$ cat src/rtl/frame_parser.sv
// frame_parser: receive-side header stripper for 64-bit AXIS Ethernet-style frames.
// Parses the 18-byte header (dst 6, src 6, type 2, sync 2, size 2), filters on dst/type/sync,
// and forwards the payload realigned to lane 0 through a single output register stage.
// Non-matching, runt and empty-payload frames are consumed and counted as drops.
module frame_parser #(
    parameter int unsigned DATA_WIDTH      = 64,  // only 64 is supported
    parameter bit          ALLOW_BROADCAST = 1'b1
) (
    input  logic                      ACLK,
    input  logic                      ARESET,
    input  logic [DATA_WIDTH-1:0]     S_AXIS_tdata,
    input  logic [DATA_WIDTH/8-1:0]   S_AXIS_tkeep,
    input  logic                      S_AXIS_tvalid,
    input  logic                      S_AXIS_tlast,
    output logic                      S_AXIS_tready,
    output logic [DATA_WIDTH-1:0]     M_AXIS_tdata,
    output logic [DATA_WIDTH/8-1:0]   M_AXIS_tkeep,
    output logic                      M_AXIS_tvalid,
    output logic                      M_AXIS_tlast,
    output logic                      M_AXIS_tuser,
    input  logic                      M_AXIS_tready,
    input  logic [47:0]               Local_Address,
    input  logic [15:0]               Link_Type,
    input  logic [15:0]               SyncWord,
    output logic [47:0]               Rx_Source_Address,
    output logic [13:0]               Rx_Packet_Size,
    output logic                      Frame_Good,
    output logic                      Frame_Dropped,
    output logic                      Length_Error,
    output logic [15:0]               Drop_Count
);

    typedef enum logic [2:0] {
        StHdr0,
        StHdr1,
        StHdr2,
        StPayload,
        StFlush,
        StDrop
    } state_t;

    // Number of valid lanes in a beat; tkeep is contiguous from lane 0.
    function automatic logic [3:0] popcount8(input logic [7:0] k);
        logic [3:0] c;
        c = '0;
        for (int i = 0; i < 8; i++) begin
            c = c + {3'b000, k[i]};
        end
        return c;
    endfunction

    // Keep mask with the n lowest lanes set.
    function automatic logic [7:0] low_mask(input logic [3:0] n);
        logic [7:0] m;
        for (int i = 0; i < 8; i++) begin
            m[i] = (i < int'(n));
        end
        return m;
    endfunction

    state_t                  state_q, state_d;
    logic [47:0]             dst_q, dst_d;
    logic [47:0]             src_q, src_d;
    logic [15:0]             type_q, type_d;
    logic [15:0]             sync_q, sync_d;
    logic [13:0]             size_q, size_d;
    logic [DATA_WIDTH-1:0]   prev_q, prev_d;
    logic [3:0]              rem_q, rem_d;
    logic [15:0]             cnt_q, cnt_d;

    logic [DATA_WIDTH-1:0]   out_data_q, out_data_d;
    logic [7:0]              out_keep_q, out_keep_d;
    logic                    out_valid_q, out_valid_d;
    logic                    out_last_q, out_last_d;
    logic                    out_user_q, out_user_d;

    logic [47:0]             rx_src_q, rx_src_d;
    logic [13:0]             rx_size_q, rx_size_d;
    logic [15:0]             drop_cnt_q, drop_cnt_d;

    logic                    s_ready;
    logic                    s_fire;
    logic                    m_fire;
    logic                    out_free;
    logic                    drop_now;
    logic                    hdr_match;
    logic [3:0]              beat_bytes;
    logic [15:0]             cnt_sum;

    assign s_fire     = S_AXIS_tvalid && s_ready;
    assign m_fire     = out_valid_q && M_AXIS_tready;
    assign out_free   = !out_valid_q || M_AXIS_tready;
    assign beat_bytes = popcount8(S_AXIS_tkeep);
    assign cnt_sum    = cnt_q + 16'(beat_bytes);
    assign hdr_match  = ((dst_q == Local_Address) || (ALLOW_BROADCAST && (&dst_q)))
                        && (type_q == Link_Type) && (sync_q == SyncWord);

    // Next-state, header capture, realignment and output-register load.
    always_comb begin
        state_d     = state_q;
        dst_d       = dst_q;
        src_d       = src_q;
        type_d      = type_q;
        sync_d      = sync_q;
        size_d      = size_q;
        prev_d      = prev_q;
        rem_d       = rem_q;
        cnt_d       = cnt_q;
        out_data_d  = out_data_q;
        out_keep_d  = out_keep_q;
        out_valid_d = out_valid_q && !M_AXIS_tready;
        out_last_d  = out_last_q;
        out_user_d  = out_user_q;
        rx_src_d    = rx_src_q;
        rx_size_d   = rx_size_q;
        s_ready     = 1'b0;
        drop_now    = 1'b0;

        case (state_q)
            StHdr0: begin
                s_ready = 1'b1;
                if (s_fire) begin
                    dst_d = {S_AXIS_tdata[7:0], S_AXIS_tdata[15:8], S_AXIS_tdata[23:16],
                             S_AXIS_tdata[31:24], S_AXIS_tdata[39:32], S_AXIS_tdata[47:40]};
                    src_d[47:32] = {S_AXIS_tdata[55:48], S_AXIS_tdata[63:56]};
                    if (S_AXIS_tlast) begin
                        drop_now = 1'b1;
                    end else begin
                        state_d = StHdr1;
                    end
                end
            end
            StHdr1: begin
                s_ready = 1'b1;
                if (s_fire) begin
                    src_d[31:0] = {S_AXIS_tdata[7:0], S_AXIS_tdata[15:8],
                                   S_AXIS_tdata[23:16], S_AXIS_tdata[31:24]};
                    type_d = {S_AXIS_tdata[39:32], S_AXIS_tdata[47:40]};
                    sync_d = {S_AXIS_tdata[55:48], S_AXIS_tdata[63:56]};
                    if (S_AXIS_tlast) begin
                        drop_now = 1'b1;
                        state_d  = StHdr0;
                    end else begin
                        state_d = StHdr2;
                    end
                end
            end
            StHdr2: begin
                s_ready = 1'b1;
                if (s_fire) begin
                    prev_d = S_AXIS_tdata;
                    // Top two bits of the size field are not part of the length.
                    size_d = {S_AXIS_tdata[5:0], S_AXIS_tdata[15:8]};
                    if (!hdr_match) begin
                        drop_now = 1'b1;
                        state_d  = S_AXIS_tlast ? StHdr0 : StDrop;
                    end else begin
                        rx_src_d  = src_q;
                        rx_size_d = {S_AXIS_tdata[5:0], S_AXIS_tdata[15:8]};
                        if (!S_AXIS_tlast) begin
                            cnt_d   = 16'd6;
                            state_d = StPayload;
                        end else if (beat_bytes <= 4'd2) begin
                            drop_now = 1'b1;
                            state_d  = StHdr0;
                        end else begin
                            cnt_d   = 16'(beat_bytes - 4'd2);
                            rem_d   = beat_bytes - 4'd2;
                            state_d = StFlush;
                        end
                    end
                end
            end
            StPayload: begin
                s_ready = out_free;
                if (s_fire) begin
                    prev_d      = S_AXIS_tdata;
                    cnt_d       = cnt_sum;
                    out_data_d  = {S_AXIS_tdata[15:0], prev_q[63:16]};
                    out_valid_d = 1'b1;
                    out_keep_d  = 8'hFF;
                    out_last_d  = 1'b0;
                    out_user_d  = 1'b0;
                    if (S_AXIS_tlast) begin
                        if (beat_bytes <= 4'd2) begin
                            out_keep_d = low_mask(4'd6 + beat_bytes);
                            out_last_d = 1'b1;
                            out_user_d = (cnt_sum != {2'b00, size_q});
                            state_d    = StHdr0;
                        end else begin
                            rem_d   = beat_bytes - 4'd2;
                            state_d = StFlush;
                        end
                    end
                end
            end
            StFlush: begin
                // Emit the tail bytes still held in prev once the register frees up.
                if (out_free) begin
                    out_data_d  = {16'h0000, prev_q[63:16]};
                    out_keep_d  = low_mask(rem_q);
                    out_last_d  = 1'b1;
                    out_user_d  = (cnt_q != {2'b00, size_q});
                    out_valid_d = 1'b1;
                    state_d     = StHdr0;
                end
            end
            StDrop: begin
                s_ready = 1'b1;
                if (s_fire && S_AXIS_tlast) begin
                    state_d = StHdr0;
                end
            end
            default: begin
                state_d = StHdr0;
            end
        endcase

        drop_cnt_d = drop_cnt_q;
        if (drop_now && (drop_cnt_q != 16'hFFFF)) begin
            drop_cnt_d = drop_cnt_q + 16'd1;
        end
    end

    // State and datapath registers with synchronous reset.
    always_ff @(posedge ACLK) begin
        if (ARESET) begin
            state_q     <= StHdr0;
            dst_q       <= '0;
            src_q       <= '0;
            type_q      <= '0;
            sync_q      <= '0;
            size_q      <= '0;
            prev_q      <= '0;
            rem_q       <= '0;
            cnt_q       <= '0;
            out_data_q  <= '0;
            out_keep_q  <= '0;
            out_valid_q <= 1'b0;
            out_last_q  <= 1'b0;
            out_user_q  <= 1'b0;
            rx_src_q    <= '0;
            rx_size_q   <= '0;
            drop_cnt_q  <= '0;
        end else begin
            state_q     <= state_d;
            dst_q       <= dst_d;
            src_q       <= src_d;
            type_q      <= type_d;
            sync_q      <= sync_d;
            size_q      <= size_d;
            prev_q      <= prev_d;
            rem_q       <= rem_d;
            cnt_q       <= cnt_d;
            out_data_q  <= out_data_d;
            out_keep_q  <= out_keep_d;
            out_valid_q <= out_valid_d;
            out_last_q  <= out_last_d;
            out_user_q  <= out_user_d;
            rx_src_q    <= rx_src_d;
            rx_size_q   <= rx_size_d;
            drop_cnt_q  <= drop_cnt_d;
        end
    end

    assign S_AXIS_tready     = s_ready;
    assign M_AXIS_tdata      = out_data_q;
    assign M_AXIS_tkeep      = out_keep_q;
    assign M_AXIS_tvalid     = out_valid_q;
    assign M_AXIS_tlast      = out_last_q;
    assign M_AXIS_tuser      = out_user_q;
    assign Rx_Source_Address = rx_src_q;
    assign Rx_Packet_Size    = rx_size_q;
    assign Drop_Count        = drop_cnt_q;
    // Status pulses coincide with the handshake that decides them.
    assign Frame_Good        = m_fire && out_last_q && !ARESET;
    assign Length_Error      = m_fire && out_last_q && out_user_q && !ARESET;
    assign Frame_Dropped     = drop_now && !ARESET;

endmodule

$ cat config.mk
export PLATFORM = sky130hd
export DESIGN_NAME = frame_parser
export DESIGN_NICKNAME = d
export VERILOG_FILES = /design/src/rtl/frame_parser.sv
export SDC_FILE = /design/constraint.sdc
export NUM_CORES = 1
export LEC_CHECK = 0
export BUFFER_PORTS_ARGS = -buffer_cell sky130_fd_sc_hd__buf_4
export CAP_MARGIN = 20
export CORE_ASPECT_RATIO = 1.2
export CORE_MARGIN = 4
export CORE_UTILIZATION = 30
export DETAILED_ROUTE_END_ITERATION = 12
export MAX_ROUTING_LAYER = met4
export PLACE_DENSITY = 0.49
export SETUP_SLACK_MARGIN = 0.4
export SYNTH_ARGS = -nofsm -noshare
export SYNTH_HDL_FRONTEND = slang
export SYNTH_SLANG_ARGS = --single-unit
$ cat constraint.sdc
create_clock -name ACLK -period 4.41 [get_ports ACLK]
set_input_delay 0.2205 -clock ACLK [delete_from_list [all_inputs] [get_ports ACLK]]
set_output_delay 0.2205 -clock ACLK [all_outputs]
set_load 0.01 [all_outputs]
==> key figures, run 1 <==
Synthesis
  – Post-synth EDFFs: 0
  – Synth area leader: dfxtp_1
  – Syn Std Cell Area: 15100 sq um
  – Cells after synthesis: 1852
  – Top-area cell type share of the netlist area: 0.485
  – Synth top area cells: dfxtp_1 (49%), nand2_1 (13%), a21oi_1 (8.8%)
  – Synth async-reset ratio: 0
  – Primary FF master, synth: dfxtp_1
  – Ys Warns: 0
  – Mean Syn Cell Area: 8.15 sq um
  – Flops & latches, synth: 366
  – Mapped Nets: 2025
  – Number of distinct library cells after synthesis: 57
  – Sequential-to-total area share from yosys stat: 0.485

Clocking
  – Clock transition at path regs: 0.06 ns
  – Clk buf depth: 3
  – TritonCTS Buffers: 41
  – Root buffer cell: clkbuf_16
  – CTS tree: built
  – Clock sink count: 366
  – CTS HTree Levels: 2
  – Clk Latency, worst-skew pair: 0.56 ns

STA
  – Final hold vios: 0
  – Final setup vio count: 0
  – Tcrit/Tclk final: 0.894
  – Fmax: 254 MHz
  – Worst-Margin Slew: 1.07 ns
  – Fin crit period: 3.94 ns
  – Setup Skew: 0.0138 ns
  – RSZ-0062 raised after global routing: yes
  – Hold Slack: 0.0361 ns
  – Max-slew violations: 0
  – Relative slew slack: 0.287

Critical path
  – R2R Setup Slk: 1.19 ns
  – Critical path's largest stage delay: 0.64 ns
  – Worst r2r path cells: 9
  – Largest delay contributor family on the critical path: adder cells
  – CP Class: in2reg
  – Startpoint types: input port
  – Worst endpoint required time: 4.85 ns
  – CP endpoint kind: register
  – Crit path buf inv count: 5
  – Crit path depth: 17
  – Crit-path max FO: 3
  – CP dominant cell by count: fa_1
  – Slowest stage cell on the critical path: or4b_2
  – Crit path cell chain: buf_6 -> fa_1 -> inv_1 -> fa_1 -> fa_1 -> inv_1 -> ha_2 -> fa_2 -> buf_6 -> buf_4 -> ha_1 -> a21oi_1 -> o21ai_2 -> nand4_1 -> or4b_2 -> o21ai_1 -> a31oi_1
  – CP arrival: 4.38 ns

Route
  – Drt drc: 0
  – Count of antenna-violating nets left after detailed routing: 0
  – Total Wirelength: 57000 um
  – First drt pass iteration count: 5
  – Post-DR vias/cell: 4.88
  – DRC marker count from the first detailed-route iteration: 798
  – Wirelength per Cell: 19.8 um
  – Vias: 14100

Pwr
  – Switch share: 0.254
  – Clock Power Share: 0.445
  – Switching Power: 2000 uW
  – PD cells: 385 nW/um^2
  – P_leak: 0.00827 uW
  – Power Total: 7890 uW
  – Sequential power share: 0.434
  – Maximum vdd drop: 0.269 mV
  – Internal cell power: 5880 uW
  – Combinational Power Share: 0.121

Floorplan
  – IO Pins: 314
  – Initial Util: 0.305
  – Core Rows: 89
  – Die Height: 254 um
  – Die Width: 213 um
  – Die ar.: 54000 sq um
  – Core area: 49400 sq um

Placed design
  – DP Cell Count: 2727
  – Post-DP HPWL: 40200 um
  – Port Buf Inserts: 313
  – RD Place Congestion: 0.838

Cells and area
  – Final #Nets: 2380
  – FILL cells: 5078
  – Share of cells above drive strength 1: 0.213
  – Fin cells: 2888
  – Area delta synth->final: 35.7%
  – Utilization after layout: 0.414

GRT
  – GRT met2 Usage: 0.361
  – Initial antenna violation count: 11
  – Tot GR Track Use: 0.210
  – Largest net degree at the start of global routing: 113
  – Vias in the first global route: 13700
  – Met3 Track Usage GR: 0.0526
  – First-pass GRT wire length: 84600 um
  – Met1 GRT Util: 0.247
  – Total congestion overflow: 0
  – Grt peak-use layer: met2

Run
  – Max cap viols: 0

Status
  – Outcome: completed

Min path
  – Cell depth of the worst hold path: 3
  – Hold WC Path Type: in2reg
[area by class of cell]
class | count | area (sq um) | share of cell area
clock inverter | 13 | 128 | 0.00623
antenna | 11 | 27.5 | 0.00134
sequential | 366 | 7330 | 0.358
multi-input combinational | 1346 | 7410 | 0.362
clock buffer | 63 | 1250 | 0.0611
timing repair buffer | 432 | 3470 | 0.169
inverter | 20 | 75.1 | 0.00366
tap | 637 | 797 | 0.0389
[worst register-to-register path, cell delays in order (launching register included)]
cell and delay [ns]:
dfxtp_1 0.38, xnor2_1 0.14, nand4_1 0.14, nor4_1 0.50
nand2_1 0.32, or3_4 0.69, a32oi_1 0.31, buf_4 0.25
o21ai_1 0.09, a32o_1 0.26
[sequential cells by signal (all words and copies together), names as in the netlist, 4 cells and up]
register and cells:
src_q 48, M_AXIS_tdata 64, cnt_q 16, rem_q 4
size_q 14, type_q 16, Rx_Packet_Size 14, sync_q 16
Rx_Source_Address 48, Drop_Count 16, M_AXIS_tkeep 8, prev_q 48
dst_q 48
[kinds of logic after synthesis]
family	count (synthesis)	synth area share
AOI/OAI and AO/OA	368	0.135
adders and majority gates	16	0.0157
xor gates and xnor gates	118	0.0684
and+or+nand+nor	772	0.211
buffers and inverters	140	0.0357
muxes	72	0.0482
DFF	366	0.485
[layout by cell type, fill, tap and decap left out, types with 4 or more instances in the layout]
master | netlist | final
nand4_1 | 41 | 41
dfxtp_1 | 366 | 366
buf_6 | 0 | 6
xnor2_1 | 103 | 103
ha_1 | 11 | 9
nor4_1 | 11 | 11
xor2_1 | 15 | 14
a22oi_1 | 16 | 16
dlygate4sd3_1 | 0 | 64
a211oi_1 | 13 | 12
nand3_2 | 0 | 4
nor3_1 | 11 | 9
nor2_1 | 129 | 128
inv_1 | 18 | 15
nand3_1 | 26 | 22
clkbuf_16 | 0 | 43
mux2_2 | 6 | 5
clkinv_2 | 0 | 7
o31ai_1 | 5 | 5
mux2i_1 | 66 | 66
diode_2 | 0 | 11
nor2b_1 | 7 | 7
clkbuf_1 | 104 | 10
and3_1 | 13 | 11
o21ai_1 | 6 | 4
a21oi_1 | 265 | 263
nand2_1 | 516 | 513
o21ai_0 | 24 | 22
clkbuf_8 | 0 | 10
buf_4 | 1 | 358
a31oi_1 | 10 | 10
[per-layer routing]
| layer | wire [um] | vias up | share of wire |
|---|---|---|---|
| met2 | 28900 | 325 | 0.51 |
| met3 | 3550 | 65 | 0.062 |
| met5 | 0 | - | 0 |
| met4 | 1250 | 0 | 0.022 |
| li1 | - | 6951 | - |
| met1 | 23400 | 6750 | 0.41 |
[metrics by stage]
| stage | worst slack [ns] | cell area, sq um | TNS (ns) |
|---|---|---|---|
| after global routing | 0.353 | 20500 | 0 |
| after global placement | -0.0899 | 18300 | -0.255 |
| final | 0.465 | 20500 | 0 |
| after floorplan | 0.192 | 15200 | 0 |
| after CTS | 0.400 | 20400 | 0 |
| after detailed placement | -0.0883 | 18300 | -0.583 |
[what timing repair did]
| item | in CTS | in global routing |
|---|---|---|
| hold endpoints to repair | 193 | 0 |
| setup buffers | 4 | 5 |
| resized for setup | 7 | 11 |
| setup endpoints to repair | 1 | 10 |
| cloned | 0 | 0 |
| hold buffers | 64 | 0 |
| pin swaps | 4 | 7 |
[worst paths after layout]
kind                         from      endpoint
hold reg to reg        prev_q[59]    prev_q[59]
setup / recovery  S_AXIS_tkeep[0]  M_AXIS_tuser
setup reg to reg        sync_q[9]      cnt_q[7]
hold / removal       S_AXIS_tlast  M_AXIS_tlast
[power groups by stage]
stage	combinational (uW)	clock, uW	sequential (uW)
after floorplan	457	0	3480
after global placement	839	0	3500
after detailed placement	843	0	3500
after CTS	928	3620	3420
after global routing	1040	3740	3430
final	954	3510	3420
[cell usage after synthesis, drive strengths merged (3+ instances only)]
master	count
nor2b	7
nand2	516
or3	3
and2	3
o21ai	30
xnor2	103
mux2	6
nand4	41
nor2	129
a32o	3
o31ai	5
inv	18
a22oi	16
o22ai	4
nor4	11
and4	3
clkbuf	104
buf	16
dfxtp	366
xor2	15
ha	11
mux2i	66
a21oi	266
a211oi	13
o211ai	3
a31oi	10
nor3	12
nand3	26
fa	5
and3	13
Note: power is estimated with default switching activity, not from simulation.
==> run 2, diff against run 1 <==
--- a/config.mk
+++ b/config.mk
@@ -5,6 +5,7 @@
 export SDC_FILE = /design/constraint.sdc
 export NUM_CORES = 1
 export LEC_CHECK = 0
+export ABC_AREA = 1
 export BUFFER_PORTS_ARGS = -buffer_cell sky130_fd_sc_hd__buf_4
 export CAP_MARGIN = 20
 export CORE_ASPECT_RATIO = 1.2
@@ -12,7 +13,7 @@
 export CORE_UTILIZATION = 30
 export DETAILED_ROUTE_END_ITERATION = 12
 export MAX_ROUTING_LAYER = met4
-export PLACE_DENSITY = 0.49
+export PLACE_DENSITY = 0.48
 export SETUP_SLACK_MARGIN = 0.4
 export SYNTH_ARGS = -nofsm -noshare
 export SYNTH_HDL_FRONTEND = slang
==> run 2 against run 1 <==
Against the previous run: cell count increased by 12%; combinational power increased by 13%; clock skew increased by 0.0054 ns; non-clock buffer count decreased by 19; hold slack about the same; fmax increased by 2.9%; sequential cell count unchanged.
==> key figures, run 2 <==
STA
  – Tcrit/Tclk final: 0.870 (was 0.894)
  – Fin crit period: 3.84 ns (was 3.94 ns)
  – Max-slew violations: 0 (unchanged)
  – Final setup vio count: 0 (unchanged)
  – Fmax: 261 MHz (was 254 MHz)
  – Relative slew slack: 0.349 (was 0.287)
  – Fin Setup TNS: 0 ns (unchanged)
  – Worst-Margin Slew: 0.977 ns (was 1.07 ns)
  – Setup Skew: 0.0192 ns (was 0.0138 ns)
  – RSZ-0062 raised after global routing: yes (unchanged)
  – Final hold vios: 0 (unchanged)

Floorplan
  – IO Pins: 314 (unchanged)
  – Die Width: 218 um (was 213 um)
  – Die Height: 261 um (was 254 um)
  – Initial Util: 0.303 (was 0.305)
  – Core area: 52600 sq um (was 49400 sq um)
  – Die ar.: 56900 sq um (was 54000 sq um)
  – Core Rows: 92 (was 89)

Synthesis
  – Synth async-reset ratio: 0 (unchanged)
  – Syn Std Cell Area: 15900 sq um (was 15100 sq um)
  – Simple-gate portion of the synthesized area: 0.185 (was 0.211)
  – Most frequent cell after synthesis: dfxtp_1 (was nand2_1)
  – Top-area cell type share of the netlist area: 0.459 (was 0.485)
  – Adder-cell area share of the yosys netlist: 0.0149 (was 0.0157)
  – Mean Syn Cell Area: 7.38 sq um (was 8.15 sq um)
  – Xor/xnor share of the synthesized area: 0.0511 (was 0.0684)
  – Ys Warns: 0 (unchanged)
  – Mux cell area share after synthesis: 0 (was 0.0482)
  – Largest family of logic cells by synthesized area: compound AO/OA/AOI/OAI gates (was simple AND/OR/NAND/NOR gates)
  – Most frequent cells after synthesis: dfxtp_1 (366), nand2_1 (344), a21oi_1 (317) (was nand2_1 (516), dfxtp_1 (366), a21oi_1 (265))
  – Compound-gate portion of the synthesized area: 0.200 (was 0.135)
  – Synth top area cells: dfxtp_1 (46%), a21oi_1 (9.9%), o21ai_0 (8.5%) (was dfxtp_1 (49%), nand2_1 (13%), a21oi_1 (8.8%))
  – Post-synth EDFFs: 0 (unchanged)
  – Number of distinct library cells after synthesis: 49 (was 57)
  – Synth area leader: dfxtp_1 (unchanged)
  – Mapped Nets: 2334 (was 2025)
  – Cells after synthesis: 2161 (was 1852)
  – Sequential-to-total area share from yosys stat: 0.459 (was 0.485)
  – Flops & latches, synth: 366 (unchanged)
  – Primary FF master, synth: dfxtp_1 (unchanged)

Route
  – Wirelength per Cell: 18.6 um (was 19.8 um)
  – Top Layer Used: met4 (unchanged)
  – Vias: 15500 (was 14100)
  – Met3 wire len: 3050 um (was 3550 um)
  – Drt drc: 0 (unchanged)
  – First drt pass iteration count: 5 (unchanged)
  – DRC marker count from the first detailed-route iteration: 894 (was 798)
  – Routed wl met2: 29200 um (was 28900 um)
  – Post-DR vias/cell: 4.81 (was 4.88)
  – WL met1: 26100 um (was 23400 um)
  – Count of antenna-violating nets left after detailed routing: 0 (unchanged)
  – Total Wirelength: 60100 um (was 57000 um)

Cells and area
  – Most common cell after layout, fill and taps aside: dfxtp_1 (was nand2_1)
  – FILL cells: 5527 (was 5078)
  – Utilization after layout: 0.400 (was 0.414)
  – Fin cells: 3225 (was 2888)
  – Area delta synth->final: 32.0% (was 35.7%)
  – Most frequent cells in the layout: dfxtp_1 (366), buf_4 (345), nand2_1 (339) (was nand2_1 (513), dfxtp_1 (366), buf_4 (358))
  – Footprint of the multi-input gates: 7290 sq um (was 7410 sq um)
  – Area occupied by registers: 7330 sq um (unchanged)
  – Final #Nets: 2665 (was 2380)
  – Share of cells above drive strength 1: 0.181 (was 0.213)
  – Largest register FFs: 64 (unchanged)

Clocking
  – Root buffer cell: clkbuf_16 (unchanged)
  – CTS tree: built (unchanged)
  – Clk buf depth: 3 (unchanged)
  – Clk Latency, worst-skew pair: 0.57 ns (was 0.56 ns)
  – Clock sink count: 366 (unchanged)
  – Clock transition at path regs: 0.06 ns (about the same)
  – CTS HTree Levels: 2 (unchanged)
  – TritonCTS Buffers: 43 (was 41)

Critical path
  – Crit path depth: 17 (unchanged)
  – Crit-path max FO: 6 (was 3)
  – Largest delay contributor family on the critical path: adder cells (unchanged)
  – Crit path buf inv count: 5 (unchanged)
  – CP arrival: 3.61 ns (was 4.38 ns)
  – Worst r2r path cells: 11 (was 9)
  – CP Class: in2out (was in2reg)
  – Worst endpoint required time: 4.19 ns (was 4.85 ns)
  – Slowest stage cell on the critical path: fa_1 (was or4b_2)
  – Crit path cell chain: buf_4 -> fa_1 -> inv_1 -> fa_1 -> fa_1 -> inv_1 -> ha_2 -> fa_2 -> buf_4 -> ha_1 -> nand3_1 -> nand2_2 -> o21ai_2 -> nand2_2 -> nand2_1 -> nor2_1 -> buf_4 (was buf_6 -> fa_1 -> inv_1 -> fa_1 -> fa_1 -> inv_1 -> ha_2 -> fa_2 -> buf_6 -> buf_4 -> ha_1 -> a21oi_1 -> o21ai_2 -> nand4_1 -> or4b_2 -> o21ai_1 -> a31oi_1)
  – Critical path's largest stage delay: 0.52 ns (was 0.64 ns)
  – Startpoint types: input port (unchanged)
  – CP endpoint kind: output port (was register)

Pwr
  – Internal cell power: 5890 uW (was 5880 uW)
  – Clock Power Share: 0.430 (was 0.445)
  – Combinational Power Share: 0.135 (was 0.121)
  – P_leak: 0.00832 uW (was 0.00827 uW)
  – PD cells: 380 nW/um^2 (was 385 nW/um^2)
  – Sequential power share: 0.435 (was 0.434)
  – Switching Power: 2110 uW (was 2000 uW)
  – Switch share: 0.264 (was 0.254)
  – Maximum vdd drop: 0.227 mV (was 0.269 mV)

GRT
  – Vias in the first global route: 15100 (was 13700)
  – Largest net degree at the start of global routing: 128 (was 113)
  – Tot GR Track Use: 0.208 (was 0.210)
  – Initial antenna violation count: 2 (was 11)
  – Total congestion overflow: 0 (unchanged)
  – First-pass GRT wire length: 89600 um (was 84600 um)

Placed design
  – Port Buf Inserts: 313 (unchanged)
  – DP Cell Count: 3081 (was 2727)
  – RD Place Congestion: 0.866 (was 0.838)
  – Post-DP HPWL: 41500 um (was 40200 um)

Status
  – Outcome: completed (unchanged)

Min path
  – Cell depth of the worst hold path: 3 (unchanged)
  – Hold WC Path Type: in2reg (unchanged)

Run
  – Max cap viols: 0 (unchanged)
## run 2: changes by cell type in the layout (fill, tap and decap cells not counted), sizes merged, moves of 19 or more
| cell | before | now |
|---|---|---|
| a21oi | 266 | 319 |
| buf | 368 | 349 |
| inv | 19 | 238 |
| mux2i | 66 | 0 |
| nand2 | 516 | 349 |
| nand3 | 26 | 92 |
| nor2 | 129 | 197 |
| o21ai | 30 | 280 |
| xnor2 | 103 | 72 |
## run 2: final cells by class
class                      count  share of cell area
clock inverter                 5             0.00149
timing repair buffer         413               0.157
antenna                        2            0.000238
clock buffer                  66              0.0625
multi-input combinational   1430               0.346
sequential                   366               0.348
inverter                     238              0.0430
tap                          705              0.0419
## run 2: final timing paths
path | startpoint | end | slack (ns)
hold / removal | S_AXIS_tlast | M_AXIS_tlast | 0.04
setup / recovery | S_AXIS_tkeep[0] | Frame_Dropped | 0.57
setup reg to reg | state_q[2] | Rx_Source_Address[6] | 0.88
hold reg to reg | src_q[43] | src_q[43] | 0.44
## run 2: worst min-delay path, cell delays in order
cell and delay, ns:
buf_4 0.14, nand2_1 0.11, a21oi_1 0.07
## run 2: cell families (layout without fill, tap and decap cells)
kind of cell               after synthesis  in the layout
AOI/OAI and AO/OA                      624            624
xor gates and xnor gates                93             93
adders and majority gates               16             16
buffers and inverters                  365            722
DFF                                    366            366
other                                    0              2
and+or+nand+nor                        697            697
## run 2: through the flow
stage	hold WS, ns	power [uW]	setup WS (ns)	instance area (sq um)
final	0.0363	8000	0.575	21100
after global routing	0.0232	8360	0.388	21100
after CTS	0.00115	8070	0.456	20900
after detailed placement	0.434	4540	-0.0459	18900
after global placement	0.432	4530	-0.0451	18900
after floorplan	0.364	4110	0.295	16000
## run 2: power by group through the flow
stage | registers [uW] | logic [uW] | clock network (uW)
2_1_floorplan | 3530 | 584 | 0
3_3_place_gp | 3550 | 982 | 0
3_5_place_dp | 3550 | 993 | 0
4_1_cts | 3480 | 1050 | 3540
5_1_grt | 3490 | 1200 | 3670
6_report | 3480 | 1080 | 3440
## run 2: timing repair
action / CTS / global route
setup endpoints to repair: 1 / 51
endpoints found under the hold margin: 167 / 0
buffers inserted: 1 / 5
pin swaps: 1 / 6
hold buffers: 64 / 0
gates resized for setup: 0 / 11
## run 2: routing by layer
metal,track usage,up-vias
met5,-,-
met4,0.0646,0
li1,-,7716
met2,0.344,392
met3,0.0360,89
met1,0.259,7300
